===== config.mk =====
export PLATFORM = sky130hd
export DESIGN_NAME = pu_out_packer
export DESIGN_NICKNAME = d
export VERILOG_FILES = /design/src/rtl/pu_out_packer_pkg.sv /design/src/rtl/pu_out_packer_requant.sv /design/src/rtl/pu_out_packer.sv
export SDC_FILE = /design/constraint.sdc
export NUM_CORES = 1
export LEC_CHECK = 0
export CAP_MARGIN = 20
export CORE_MARGIN = 4
export CORE_UTILIZATION = 52
export DETAILED_ROUTE_END_ITERATION = 10
export PLACE_DENSITY = 0.84
export SLEW_MARGIN = 20
export SYNTH_ARGS = -nofsm -noshare
export SYNTH_HDL_FRONTEND = slang
export SYNTH_SLANG_ARGS = --single-unit

===== constraint.sdc =====
create_clock -name clk -period 5.8 [get_ports clk]
set_input_delay 1.16 -clock clk [delete_from_list [all_inputs] [get_ports clk]]
set_output_delay 1.16 -clock clk [all_outputs]
set_load 0.1 [all_outputs]

===== src/rtl/pu_out_packer_pkg.sv =====
// Shared constants, FSM state type and the requantization function for the PU
// output packer and any other PU-side consumer of the signed PU sums.
package pu_out_packer_pkg;

  localparam int DATA_WIDTH  = 8;
  localparam int SUM_WIDTH   = DATA_WIDTH * 2 + 6;
  localparam int PACK        = 8;
  localparam int ADDR_WIDTH  = 6;
  localparam int SHIFT_WIDTH = 5;
  localparam int LANE_WIDTH  = $clog2(PACK);

  typedef enum logic [1:0] {
    ST_IDLE,
    ST_RUN,
    ST_DRAIN
  } state_e;

  typedef struct packed {
    logic                  clipped;
    logic [DATA_WIDTH-1:0] value;
  } requant_t;

  localparam logic [DATA_WIDTH-1:0] RES_MAX = {1'b0, {(DATA_WIDTH-1){1'b1}}};
  localparam logic [DATA_WIDTH-1:0] RES_MIN = {1'b1, {(DATA_WIDTH-1){1'b0}}};
  localparam logic signed [SUM_WIDTH:0] WIDE_MAX =
    $signed({{(SUM_WIDTH-DATA_WIDTH+1){1'b0}}, RES_MAX});
  localparam logic signed [SUM_WIDTH:0] WIDE_MIN =
    $signed({{(SUM_WIDTH-DATA_WIDTH+1){1'b1}}, RES_MIN});
  localparam logic [SUM_WIDTH:0] ROUND_ONE = {{SUM_WIDTH{1'b0}}, 1'b1};

  // Round-half-up arithmetic right shift, then clip to the signed DATA_WIDTH range.
  // The extra guard bit keeps sum + half-LSB from wrapping at the positive limit.
  function automatic requant_t requant(input logic [SUM_WIDTH-1:0]   sum,
                                       input logic [SHIFT_WIDTH-1:0] shift);
    logic signed [SUM_WIDTH:0] wide;
    logic        [SUM_WIDTH:0] half;
    requant_t                  res;
    wide = $signed({sum[SUM_WIDTH-1], sum});
    half = '0;
    if (shift != '0) half = ROUND_ONE << (shift - SHIFT_WIDTH'(1));
    wide = (wide + $signed(half)) >>> shift;
    if (wide > WIDE_MAX) begin
      res.clipped = 1'b1;
      res.value   = RES_MAX;
    end else if (wide < WIDE_MIN) begin
      res.clipped = 1'b1;
      res.value   = RES_MIN;
    end else begin
      res.clipped = 1'b0;
      res.value   = wide[DATA_WIDTH-1:0];
    end
    return res;
  endfunction

endpackage


===== src/rtl/pu_out_packer_requant.sv =====
// Combinational round/shift/saturate stage with a clip flag; also usable on the
// PU ReLU path.
module pu_requant
  import pu_out_packer_pkg::*;
(
  input  logic [SUM_WIDTH-1:0]   sum,
  input  logic [SHIFT_WIDTH-1:0] shift,
  output logic [DATA_WIDTH-1:0]  result,
  output logic                   clipped
);

  requant_t rq;

  assign rq      = requant(sum, shift);
  assign result  = rq.value;
  assign clipped = rq.clipped;

endmodule


===== src/rtl/pu_out_packer.sv =====
// Requantizes PU sums and packs PACK results per word towards the activation buffer.
// Optional clip counter port sat_count is enabled by defining PU_OUT_SAT_COUNT_EN.
module pu_out_packer
  import pu_out_packer_pkg::*;
(
  input  logic                        clk,
  input  logic                        rst,
  input  logic                        in_start,
  input  logic [SHIFT_WIDTH-1:0]      cfg_shift,
  input  logic [ADDR_WIDTH-1:0]       cfg_base_addr,
  input  logic                        in_valid,
  output logic                        in_ready,
  input  logic [SUM_WIDTH-1:0]        in_sum,
  input  logic                        in_last,
  output logic                        out_valid,
  input  logic                        out_ready,
  output logic [PACK*DATA_WIDTH-1:0]  out_data,
  output logic [ADDR_WIDTH-1:0]       out_addr,
  output logic [PACK-1:0]             out_byte_en,
`ifdef PU_OUT_SAT_COUNT_EN
  output logic [15:0]                 sat_count,
`endif
  output logic                        out_done
);

  state_e                      state_q, state_d;
  logic [SHIFT_WIDTH-1:0]      shift_q;
  logic [ADDR_WIDTH-1:0]       addr_ptr;
  logic [LANE_WIDTH-1:0]       lane_cnt;
  logic [PACK*DATA_WIDTH-1:0]  lanes_q, lanes_next;
  logic [PACK-1:0]             be_next;
  logic [DATA_WIDTH-1:0]       rq_value;
  logic                        rq_clipped;
  logic                        accept, handshake, emit, start_ok, done_d;

  pu_requant u_requant (
    .sum     (in_sum),
    .shift   (shift_q),
    .result  (rq_value),
    .clipped (rq_clipped)
  );

  // A new sample is only taken if the output slot is free or drains this cycle.
  assign in_ready  = (state_q == ST_RUN) && (!out_valid || out_ready);
  assign accept    = in_valid && in_ready;
  assign handshake = out_valid && out_ready;
  assign emit      = accept && ((lane_cnt == LANE_WIDTH'(PACK - 1)) || in_last);
  assign start_ok  = (state_q == ST_IDLE) && in_start;

  // NOTE: every combinational output gets a default first so no latch is inferred.
  always_comb begin
    lanes_next = lanes_q;
    lanes_next[lane_cnt*DATA_WIDTH +: DATA_WIDTH] = rq_value;
    be_next = '0;
    for (int i = 0; i < PACK; i++) be_next[i] = (i <= int'(lane_cnt));
  end

  always_comb begin
    state_d = state_q;
    done_d  = 1'b0;
    case (state_q)
      ST_IDLE:  if (in_start) state_d = ST_RUN;
      ST_RUN:   if (accept && in_last) state_d = ST_DRAIN;
      ST_DRAIN: if (handshake) begin
        state_d = ST_IDLE;
        done_d  = 1'b1;
      end
      default:  state_d = ST_IDLE;
    endcase
  end

  // NOTE: state registers use non-blocking assignments so all flops update together.
  always_ff @(posedge clk or posedge rst) begin
    if (rst) state_q <= ST_IDLE;
    else     state_q <= state_d;
  end

  // NOTE: the pack register is a handful of flops, not a RAM, so it is reset and
  // also cleared after every emitted word; unused lanes therefore read as zero.
  always_ff @(posedge clk or posedge rst) begin
    if (rst) begin
      shift_q     <= '0;
      addr_ptr    <= '0;
      lane_cnt    <= '0;
      lanes_q     <= '0;
      out_valid   <= 1'b0;
      out_data    <= '0;
      out_addr    <= '0;
      out_byte_en <= '0;
      out_done    <= 1'b0;
    end else begin
      out_done <= done_d;
      if (start_ok) begin
        shift_q  <= cfg_shift;
        addr_ptr <= cfg_base_addr;
        lane_cnt <= '0;
        lanes_q  <= '0;
      end
      // addr_ptr always names the next word to be emitted.
      if (emit) begin
        out_valid   <= 1'b1;
        out_data    <= lanes_next;
        out_byte_en <= be_next;
        out_addr    <= addr_ptr;
        addr_ptr    <= addr_ptr + ADDR_WIDTH'(1);
        lanes_q     <= '0;
        lane_cnt    <= '0;
      end else begin
        if (handshake) out_valid <= 1'b0;
        if (accept) begin
          lanes_q  <= lanes_next;
          lane_cnt <= lane_cnt + LANE_WIDTH'(1);
        end
      end
    end
  end

`ifdef PU_OUT_SAT_COUNT_EN
  always_ff @(posedge clk or posedge rst) begin
    if (rst)                                              sat_count <= '0;
    else if (start_ok)                                    sat_count <= '0;
    else if (accept && rq_clipped && (sat_count != '1))   sat_count <= sat_count + 16'd1;
  end
`endif

endmodule


* Word-level counts from Yosys, hierarchy flattened
Cells that the tools add are included.
Operators by class: muxes and demuxes 20, bitwise gates (word level) 0, divide/modulo/power cells 0, reductions and logical operators 15, $lt $le $gt $ge 9, $add $sub $neg 5, multiply operators 0, equality and inequality tests 6, shifts and indexed selects 4
Operators with widths (number):
- 2-to-1 mux 64 bit | 3
- bitwise mux 64 bit | 1
- variable shift 8 x 34 -> 64 bit (first input constant) | 1
- variable part select 8 x 34 -> 64 bit | 1
- negation 6 -> 34 bit | 1
- adder 22 x 23 -> 23 bit | 1
- greater-than comparator 23 x 8 -> 1 bit (second input constant) | 1
- < comparator 23 x 8 -> 1 bit (second input constant) | 1
- 2-to-1 mux 23 bit | 1
- << shifter 1 x 5 -> 23 bit (first input constant) | 1
- >>> shifter 23 x 5 -> 23 bit | 1
- 2-to-1 mux 8 bit | 2
- <= comparator 3 bit (first input constant) | 4
- 2-to-1 mux 6 bit | 2
- 2-to-1 mux 3 bit | 3
- adder 6 x 1 -> 6 bit (second input constant) | 1
- <= comparator 2 x 3 -> 1 bit (first input constant) | 2
- logical AND 1 bit | 6
- 2-to-1 mux 2 bit | 3
- one-hot mux 2 bit (3 select lines) | 1
- nonzero test 5 bit | 1
- subtractor 5 x 1 -> 5 bit (second input constant) | 1
- 2-to-1 mux 1 bit | 4
- inequality test 2 bit (second input constant) | 2
- 12 further kinds | 14
Word-level totals: memory bits (writable) 0, bits in read-only memories 0, bits in registers 160, input bits 39, latch bits 0, memories kept 0

* Depth between registers and ports, before layout
Gate-level depths: netlist (run 1).
depth in word-level cells 12, gate-level depth with buffers 22, depth with buffers taken out 18

* Cells and area by module
A second synthesis (run 1) with hierarchy kept.
Second synthesis, totals: cell total of the unflattened synthesis 1081, area, all modules 10228.6 µm²
Modules (own cells, without submodules):
- pu_out_packer | times used 1, cells an instance 601, seq. area each 4003.8 µm², area each 7129.3 µm²
- pu_requant | times used 1, cells an instance 480, seq. area each 0.0 µm², area each 3099.2 µm²

* Worst setup path before layout (run 1)
Ideal clock, no wire load.
path type register to register, from reg shift_q[2], to reg out_data[12], setup time 83 ps, buffers on the path 4, path slack 714 ps, stages on the path, launching flop included 23, arrival time 5003 ps, period minus slack after synthesis 5086 ps, cells stage by stage dfrtp_1 clkbuf_1 inv_2 buf_1 clkbuf_1 nand2_1 nor2_1 ha_1 fa_1 a21o_1 a221o_1 a211oi_4 xor2_1 a211o_1 a211o_1 a221oi_1 o21ai_0 nor4_1 nand4_1 o21ai_4 buf_12 nand2_4 o22ai_2
On the way: word-level cells in the longest chain between the ends 10, elaborated cells between the ends (all ways) 12
RTL lines:
- from (decl) | line pu_out_packer.sv:27 | logic [SHIFT_WIDTH-1:0] shift_q;
- from (signal assigned) | line pu_out_packer.sv:94 | shift_q <= cfg_shift;
- subtractor 5 x 1 -> 5 bit | line pu_out_packer_pkg.sv:40 | if (shift != '0) half = ROUND_ONE << (shift - SHIFT_WIDTH'(1));
- << shifter 1 x 5 -> 23 bit | line pu_out_packer_pkg.sv:40
- 2-to-1 mux 23 bit | line pu_out_packer_pkg.sv:40
- adder 22 x 23 -> 23 bit | line pu_out_packer_pkg.sv:41 | wide = (wide + $signed(half)) >>> shift;
- >>> shifter 23 x 5 -> 23 bit (*) | line pu_out_packer_pkg.sv:41
- < comparator 23 x 8 -> 1 bit | line pu_out_packer_pkg.sv:45 | end else if (wide < WIDE_MIN) begin
- 2-to-1 mux 8 bit | line pu_out_packer_pkg.sv:45
- 2-to-1 mux 8 bit (*) | line pu_out_packer_pkg.sv:42 | if (wide > WIDE_MAX) begin
- variable part select 8 x 34 -> 64 bit (*) | line pu_out_packer.sv:53 | lanes_next[lane_cnt*DATA_WIDTH +: DATA_WIDTH] = rq_value;
- bitwise mux 64 bit (*) | line pu_out_packer.sv:53
- to (signal assigned) | line pu_out_packer.sv:102 | out_data <= lanes_next;
- to (decl) | line pu_out_packer.sv:17 | output logic [PACK*DATA_WIDTH-1:0] out_data,
Every way passes the cells marked *; elsewhere a longest branch is shown, timed or not. A chain may end at the register's enable or synchronous reset.

* Final worst setup path (run 1)
from in in_sum[0], to reg lanes_q[11]
On the way: word-level cells in the longest chain between the ends 9, elaborated cells between the ends (all ways) 10
RTL lines:
- from (decl) | line pu_out_packer.sv:13 | input logic [SUM_WIDTH-1:0] in_sum,
- adder 22 x 23 -> 23 bit (*) | line pu_out_packer_pkg.sv:41
- >>> shifter 23 x 5 -> 23 bit (*) | line pu_out_packer_pkg.sv:41
- < comparator 23 x 8 -> 1 bit | line pu_out_packer_pkg.sv:45
- 2-to-1 mux 8 bit | line pu_out_packer_pkg.sv:45
- 2-to-1 mux 8 bit (*) | line pu_out_packer_pkg.sv:42
- variable part select 8 x 34 -> 64 bit (*) | line pu_out_packer.sv:53
- bitwise mux 64 bit (*) | line pu_out_packer.sv:53
- 2-to-1 mux 64 bit (*) | line pu_out_packer.sv:110 | if (accept) begin
- 2-to-1 mux 64 bit (*) | line pu_out_packer.sv:100 | if (emit) begin
- to (signal assigned) | line pu_out_packer.sv:111 | lanes_q <= lanes_next;
- to (decl) | line pu_out_packer.sv:30 | logic [PACK*DATA_WIDTH-1:0] lanes_q, lanes_next;
Marked as above.

==> impl_metrics.sql, run 1 <==
INSERT INTO impl_metrics (metric_group, metric, value, unit) VALUES
('run_status', 'outcome', 'finished clean', ''),
('pwr', 'vdd_drop_max', '0.000272', 'V'),
('timing', 'rsz0062_at_grt', 'no', ''),
('cts', 'cts_hold_buf', '0', ''),
('place', 'portBuffers', '119', ''),
('layout', 'share_of_layout_cells_above_drive_strength_1', '11.4', '%'),
('routing', 'detail_route.wirelength', '33000', 'µm'),
('floorplan', 'core_area', '19700', 'µm²'),
('floorplan', 'initial_core_util', '53.2', '%'),
('timing', 'clock_skew', '0.00827', 'ns'),
('logic_synthesis', 'synth-compound-area-share', '28.1', '%'),
('cts', 'clock_sink_count', '160', ''),
('routing', 'drcViolationCount', '0', ''),
('pwr', 'sw_frac_of_total', '56.0', '%'),
('timing', 'timing.final.max_slew_violations', '0', ''),
('pwr', 'design_power_total', '7.96', 'mW'),
('routing', 'ant_nets', '0', ''),
('pwr', 'clockPowerShare', '12.8', '%'),
('logic_synthesis', 'synth_xor_area_share', '1.34', '%'),
('floorplan', 'design.die.area', '22400', 'µm²'),
('cts', 'max_h_tree_level', '4', ''),
('logic_synthesis', 'synth.avg_cell_area', '8.22', 'µm²'),
('timing', 'relSlewSlack', '30.6', '%'),
('grt', 'grt_overflow_total', '0', ''),
('routing', 'first_pass_iters', '6', ''),
('cts', 'buffers_inserted_by_post_cts_timing_repair', '0', ''),
('critical_path', 'worst-endpoint-required', '6.09', 'ns'),
('flow_run', 'max_cap_viol_count', '0', ''),
('logic_synthesis', 'synth_top_family_by_area', 'compound AO/OA/AOI/OAI gates', ''),
('logic_synthesis', 'yosys_most_used_dff', 'sky130_fd_sc_hd__dfrtp_1', ''),
('routing', 'via_per_inst', '6.37', ''),
('logic_synthesis', 'synth.yosys.warnings', '0', ''),
('cts', 'ctsResizeCount', '0', ''),
('logic_synthesis', 'post_synth_main_area_contributors', 'sky130_fd_sc_hd__dfrtp_1 38%, sky130_fd_sc_hd__nand2_1 7.6%, sky130_fd_sc_hd__a21oi_1 5.2%', ''),
('logic_synthesis', 'postSynth.asyncResetShare', '100', '%'),
('timing', 'max_freq', '181', 'MHz'),
('routing', 'dr_wl_cell', '19.4', 'µm'),
('logic_synthesis', 'yosys.area_share.adder', '3.90', '%'),
('routing', 'num_vias', '10834', ''),
('critical_path', 'worstPathMaxFanout', '12', ''),
('pwr', 'power.share.sequential', '20.1', '%'),
('critical_path', 'worst_setup_path_start_kind', 'input port', ''),
('critical_path', 'critical_path.endpoint_type', 'register', ''),
('routing', 'drtIter0Drc', '1178', ''),
('pwr', 'pwr-share-comb', '67.1', '%'),
('layout', 'antenna_cells', '0', ''),
('floorplan', 'placement_rows', '51', ''),
('timing', 'hold_viol', '0', ''),
('logic_synthesis', 'multiplexer_share_of_the_synthesized_area', '3.49', '%'),
('critical_path', 'cp.arrival', '5.81', 'ns'),
('floorplan', 'design.portCount', '120', ''),
('layout', 'finalNetCount', '1496', ''),
('grt', 'grt_pass1_vias', '10204', ''),
('logic_synthesis', 'synth_enable_flop_cells', '0', ''),
('worst_hold_path', 'whs_path_depth', '1', ''),
('cts', 'clkSlewWorstSetupHoldPaths', '0.06', 'ns'),
('pwr', 'leakage', '5.67', 'nW'),
('timing', 'final.period_utilization', '95.1', '%'),
('grt', 'grt_max_degree', '81', ''),
('logic_synthesis', 'synth-simple-area-share', '21.1', '%'),
('pwr', 'power_per_cell_area', '616', 'nW/µm²'),
('layout', 'area_growth', '23.6', '%'),
('pwr', 'internal-power', '3.50', 'mW'),
('place', 'global_placer_s_final_weighted_congestion', '1.03', ''),
('cts', 'tritoncts.num_buffers', '17', ''),
('place', 'hpwl', '24300', 'µm'),
('cts', 'cts_tree', 'built', ''),
('critical_path', 'rr_worst_depth', '18', ''),
('logic_synthesis', 'yosysUniqueCellTypes', '87', ''),
('logic_synthesis', 'ys_ff_latch', '160', ''),
('cts', 'cts-root-buf', 'sky130_fd_sc_hd__clkbuf_16', '');
[placed cells by master, fill, tap and decap left out, types with 11 or more instances in the layout]
cell type and n:
sky130_fd_sc_hd__o21ai_1 77, sky130_fd_sc_hd__mux2i_1 23, sky130_fd_sc_hd__buf_4 85, sky130_fd_sc_hd__nand2_1 213, sky130_fd_sc_hd__a21o_1 13, sky130_fd_sc_hd__dfrtp_1 160, sky130_fd_sc_hd__nand3_1 18, sky130_fd_sc_hd__a211oi_1 12
sky130_fd_sc_hd__o21a_1 11, sky130_fd_sc_hd__nor3_1 19, sky130_fd_sc_hd__o21ai_0 70, sky130_fd_sc_hd__nor2_1 133, sky130_fd_sc_hd__a21oi_1 108, sky130_fd_sc_hd__nand4_1 18, sky130_fd_sc_hd__and3_1 28, sky130_fd_sc_hd__o21ai_4 12
sky130_fd_sc_hd__ha_1 31, sky130_fd_sc_hd__clkbuf_16 17, sky130_fd_sc_hd__o22ai_1 40, sky130_fd_sc_hd__clkdlybuf4s50_1 119, sky130_fd_sc_hd__inv_1 17
[final timing paths]
path,slack [ns],start,endpoint
worst max-delay path,0.28,in_sum[0],lanes_q[11]
worst min-delay path,0.47,out_byte_en[0],out_byte_en[0]
worst max register to register,0.39,shift_q[2],lanes_q[11]
worst min register to register,0.47,out_byte_en[0],out_byte_en[0]
max in group asynchronous,3.57,rst,lanes_q[4]
min in group asynchronous,1.13,rst,out_data[19]
[power groups by stage]
stage,clock network [mW],registers [mW],logic [mW]
CTS,1.02,1.60,5.25
floorplan,0,3.01,2.31
finish,1.02,1.60,5.34
global placement,0,1.60,5.17
detailed placement,0,1.62,5.22
global route,1.07,1.63,5.62
[final cells by class]
type	instances	area, µm²
multi-input combinational	1019	6100
clock inverter	14	110
clock buffer	17	425
fill	1637	6730
timing repair buffer	206	1870
tap	265	332
inverter	21	83.8
sequential	160	4000
[cells by family after synthesis]
group,Yosys count
buffers and inverters,94
AOI/OAI and AO/OA,450
muxes,31
DFF,160
adders and majority gates,32
xor gates and xnor gates,16
and+or+nand+nor,490
[through the flow]
step	TNS [ns]	area, µm²	hold slack [ns]	worst slack (ns)	cells
2_1_floorplan	0	10500	0.442	0.320	1273
3_3_place_gp	-2.66	12400	0.451	-0.198	1671
3_5_place_dp	-8.02	12400	0.462	-0.336	1671
4_1_cts	0	12900	0.476	0.102	1702
5_1_grt	0	12900	0.491	0.0558	1702
6_report	0	12900	0.470	0.281	1702
[cell usage after synthesis, drive strengths merged (6+ instances only)]
library cell	number
mux2i	23
and3	28
o21ai	159
buf	22
a21oi	110
xor2	7
o31ai	10
inv	19
nor2b	6
and2	8
a211o	8
o211ai	6
nand2	219
ha	31
nor4	7
o21a	11
xnor2	9
a31oi	10
nor2	134
nor3	19
nand2b	6
nand4	18
nand3	18
a211oi	13
o2111ai	9
a221o	6
o22ai	46
clkbuf	51
a21o	13
or3	9
dfrtp	160
[state kept, by name (all words and copies together), names as in the netlist, 2 cells and up]
register,flops
out_data,64
out_byte_en,8
out_addr,6
addr_ptr,6
lane_cnt,3
lanes_q,64
state_q,2
shift_q,5
[routing by layer]
layer  wire [µm]  part of all wire, %  global-route usage, %
met5           0                    0                      0
met1       13000                   39                   37.9
met4        1040                  3.1                   9.47
met3        3050                  9.3                   4.75
met2       15900                   48                   48.8
[critical path, stage by stage]
cell                              delay [ns]
sky130_fd_sc_hd__clkdlybuf4s50_1        0.40
sky130_fd_sc_hd__ha_1                   0.22
sky130_fd_sc_hd__fa_1                   0.39
sky130_fd_sc_hd__a21o_1                 0.24
sky130_fd_sc_hd__a221o_1                0.38
sky130_fd_sc_hd__a211oi_4               0.25
sky130_fd_sc_hd__buf_4                  0.19
sky130_fd_sc_hd__o41ai_1                0.08
sky130_fd_sc_hd__a41o_1                 0.24
sky130_fd_sc_hd__a2111oi_0              0.36
sky130_fd_sc_hd__nor3b_1                0.31
sky130_fd_sc_hd__o221ai_1               0.18
sky130_fd_sc_hd__nor4_2                 0.36
sky130_fd_sc_hd__buf_4                  0.18
sky130_fd_sc_hd__a21oi_2                0.07
sky130_fd_sc_hd__buf_12                 0.17
sky130_fd_sc_hd__o21ai_4                0.45
sky130_fd_sc_hd__o21ai_1                0.15
Power figures use the tool's default switching activity.
==> run 2: changes to the inputs <==
RECOVER_POWER = 100   (was not set)
==> run 2 against run 1 <==
The flow now finishes with violations (capacitance limit, slew limit). Design area fell by 0.67%. Global-route usage stayed put. Sequential share of layout area is 0.21 points higher. First-iteration DRC count increased by 5.0%. Highest routed layer unchanged.
==> impl_metrics.sql, run 2 (synthesis results as in run 1) <==
INSERT INTO impl_metrics (metric_group, metric, value, unit) VALUES
('critical_path', 'crit_type', 'input port to register', ''),
('timing', 'setup_total_negative_slack', '0', 'ns'),
('critical_path', 'setup.worst_path.end', 'lanes_q[8]', ''),
('routing', 'drtIter0Drc', '1237', ''),
('cts', 'clk_path_buf_depth', '2', ''),
('place', 'hpwl', '24300', 'µm'),
('timing', 'timing.final.setup_violations', '0', ''),
('worst_hold_path', 'hold_path.class', 'register to register', ''),
('cts', 'tritoncts.num_buffers', '17', ''),
('layout', 'layout.filler_cells', '1656', ''),
('layout', 'area_growth', '22.7', '%'),
('flow_run', 'max_cap_viol_count', '3', ''),
('layout', 'largest_registers', 'lanes_q x64, out_data x64, out_byte_en x8', ''),
('cts', 'cts_hold_buf', '0', ''),
('grt', 'grt_max_degree', '81', ''),
('layout', 'share_of_layout_cells_above_drive_strength_1', '10.5', '%'),
('routing', 'first_pass_iters', '5', ''),
('routing', 'drcViolationCount', '0', ''),
('routing', 'num_vias', '10848', ''),
('cts', 'clkLatencyLatePin', '0.43', 'ns'),
('timing', 'final.period_utilization', '96.7', '%'),
('timing', 'max_freq', '178', 'MHz'),
('timing', 'worstMarginPinSlew', '2.25', 'ns'),
('critical_path', 'r2r-start', 'shift_q[2]', ''),
('critical_path', 'worstPathMaxFanout', '12', ''),
('layout', 'leading_cell_type_in_the_layout_fill_and_taps_excluded', 'sky130_fd_sc_hd__nand2_1', ''),
('critical_path', 'rr_worst_depth', '20', ''),
('cts', 'cts-root-buf', 'sky130_fd_sc_hd__clkbuf_16', ''),
('critical_path', 'reg2reg_to', 'lanes_q[8]', ''),
('grt', 'grt_overflow_total', '0', ''),
('cts', 'clkSlewWorstSetupHoldPaths', '0.06', 'ns'),
('layout', 'final_core_util', '65.3', '%'),
('layout', 'antenna_cells', '0', ''),
('grt', 'groute.usage.overall', '28.8', '%'),
('floorplan', 'core_area', '19700', 'µm²'),
('pwr', 'leakage', '5.78', 'nW'),
('place', 'portBuffers', '119', ''),
('critical_path', 'worst_setup_path_start_kind', 'input port', ''),
('grt', 'grt_antenna_before_repair', '0', ''),
('critical_path', 'critical_path.endpoint_type', 'register', ''),
('timing', 'clock_skew', '0.00954', 'ns'),
('critical_path', 'startpoint', 'in_sum[0]', ''),
('timing', 'final_period_minus_worst_setup_slack', '5.61', 'ns'),
('floorplan', 'placement_rows', '51', ''),
('routing', 'via_per_inst', '6.37', ''),
('pwr', 'vdd_drop_max', '0.000269', 'V'),
('cts', 'cts_tree', 'built', ''),
('layout', 'multiInputGateArea', '6040', 'µm²'),
('routing', 'detail_route.wirelength', '32800', 'µm'),
('cts', 'clock_sink_count', '160', ''),
('run_status', 'outcome', 'complete, but fails checks', ''),
('run_status', 'failed_checks', 'capacitance limit, slew limit', ''),
('layout', 'ff_latch_area', '4000', 'µm²'),
('floorplan', 'initial_core_util', '53.2', '%'),
('routing', 'dr_wl_cell', '19.3', 'µm'),
('layout', 'finalNetCount', '1496', ''),
('place', 'global_placer_s_final_weighted_congestion', '1.03', ''),
('grt', 'first_pass_grt_wire_length', '52000', 'µm'),
('critical_path', 'reg_to_reg_slack_setup', '0.26', 'ns'),
('floorplan', 'design.portCount', '120', ''),
('timing', 'relSlewSlack', '-51.0', '%'),
('routing', 'ant_nets', '0', ''),
('timing', 'timing.final.max_slew_violations', '149', ''),
('pwr', 'power_per_cell_area', '610', 'nW/µm²'),
('floorplan', 'design.die.area', '22400', 'µm²'),
('layout', 'layout_common_cells', '218 x sky130_fd_sc_hd__nand2_1, 160 x sky130_fd_sc_hd__dfrtp_1, 134 x sky130_fd_sc_hd__nor2_1', ''),
('cts', 'buffers_inserted_by_post_cts_timing_repair', '0', ''),
('floorplan', 'die_height', '150', 'µm'),
('floorplan', 'die_outline_width', '150', 'µm'),
('cts', 'ctsResizeCount', '0', ''),
('critical_path', 'worst-endpoint-required', '6.09', 'ns'),
('critical_path', 'cp.arrival', '5.90', 'ns'),
('timing', 'rsz0062_at_grt', 'no', ''),
('timing', 'hold_viol', '0', ''),
('cts', 'max_h_tree_level', '4', ''),
('grt', 'grt_pass1_vias', '10204', '');
run 2: worst min-delay path by stage:
| stage | endpoint | cells past startpoint | from |
|---|---|---|---|
| global placement | out_byte_en[0] | 1 | out_byte_en[0] |
| global route | lanes_q[46] | 2 | lanes_q[46] |
| floorplan | lanes_q[22] | 2 | lanes_q[22] |
| detailed placement | out_addr[3] | 2 | out_addr[3] |
| finish | out_byte_en[0] | 1 | out_byte_en[0] |
| CTS | lanes_q[22] | 2 | lanes_q[22] |
run 2: area by class of cell:
cell class                 instances  area share (%)
inverter                          21           0.624
tap                              265            2.58
sequential                       160            31.2
multi-input combinational       1019            47.0
clock buffer                      17            3.31
timing repair buffer             206            14.4
clock inverter                    14           0.858
run 2: through the flow:
step           instances  hold slack, ns  area, µm²  power, mW  setup WS (ns)
2_1_floorplan       1273           0.442      10500       5.33          0.320
3_3_place_gp        1671           0.451      12400       6.77         -0.198
3_5_place_dp        1671           0.462      12400       6.83         -0.336
4_1_cts             1702           0.476      12900       7.87          0.102
5_1_grt             1702           0.491      12800       8.20         0.0297
6_report            1702           0.466      12800       7.83          0.191
run 2: metal layers:
layer | routed length, µm | up-vias | GRT usage, %
met5 | 0 | - | 0
met4 | 897 | 0 | 9.47
met3 | 3010 | 81 | 4.75
met2 | 15900 | 575 | 48.8
met1 | 13000 | 5229 | 37.9
li1 | - | 4963 | -
run 2: critical path: stages:
cell and delay (ns):
sky130_fd_sc_hd__clkdlybuf4s50_1 0.40, sky130_fd_sc_hd__ha_1 0.22, sky130_fd_sc_hd__fa_1 0.39, sky130_fd_sc_hd__a21o_1 0.23, sky130_fd_sc_hd__a221o_1 0.38, sky130_fd_sc_hd__a211oi_4 0.25, sky130_fd_sc_hd__buf_4 0.19, sky130_fd_sc_hd__o41ai_1 0.08
sky130_fd_sc_hd__a41o_1 0.25, sky130_fd_sc_hd__a2111oi_0 0.35, sky130_fd_sc_hd__nor3b_1 0.32, sky130_fd_sc_hd__o221ai_1 0.19, sky130_fd_sc_hd__nor4_2 0.35, sky130_fd_sc_hd__buf_4 0.17, sky130_fd_sc_hd__a21oi_2 0.07, sky130_fd_sc_hd__buf_12 0.17
sky130_fd_sc_hd__o21ai_4 0.15, sky130_fd_sc_hd__clkbuf_1 0.42, sky130_fd_sc_hd__o21ai_1 0.15
run 2: power breakdown:
part           switching (mW)  internal (mW)
Clock                   0.472          0.551
Sequential              0.195           1.39
Combinational            3.75           1.46
Total                    4.42           3.41
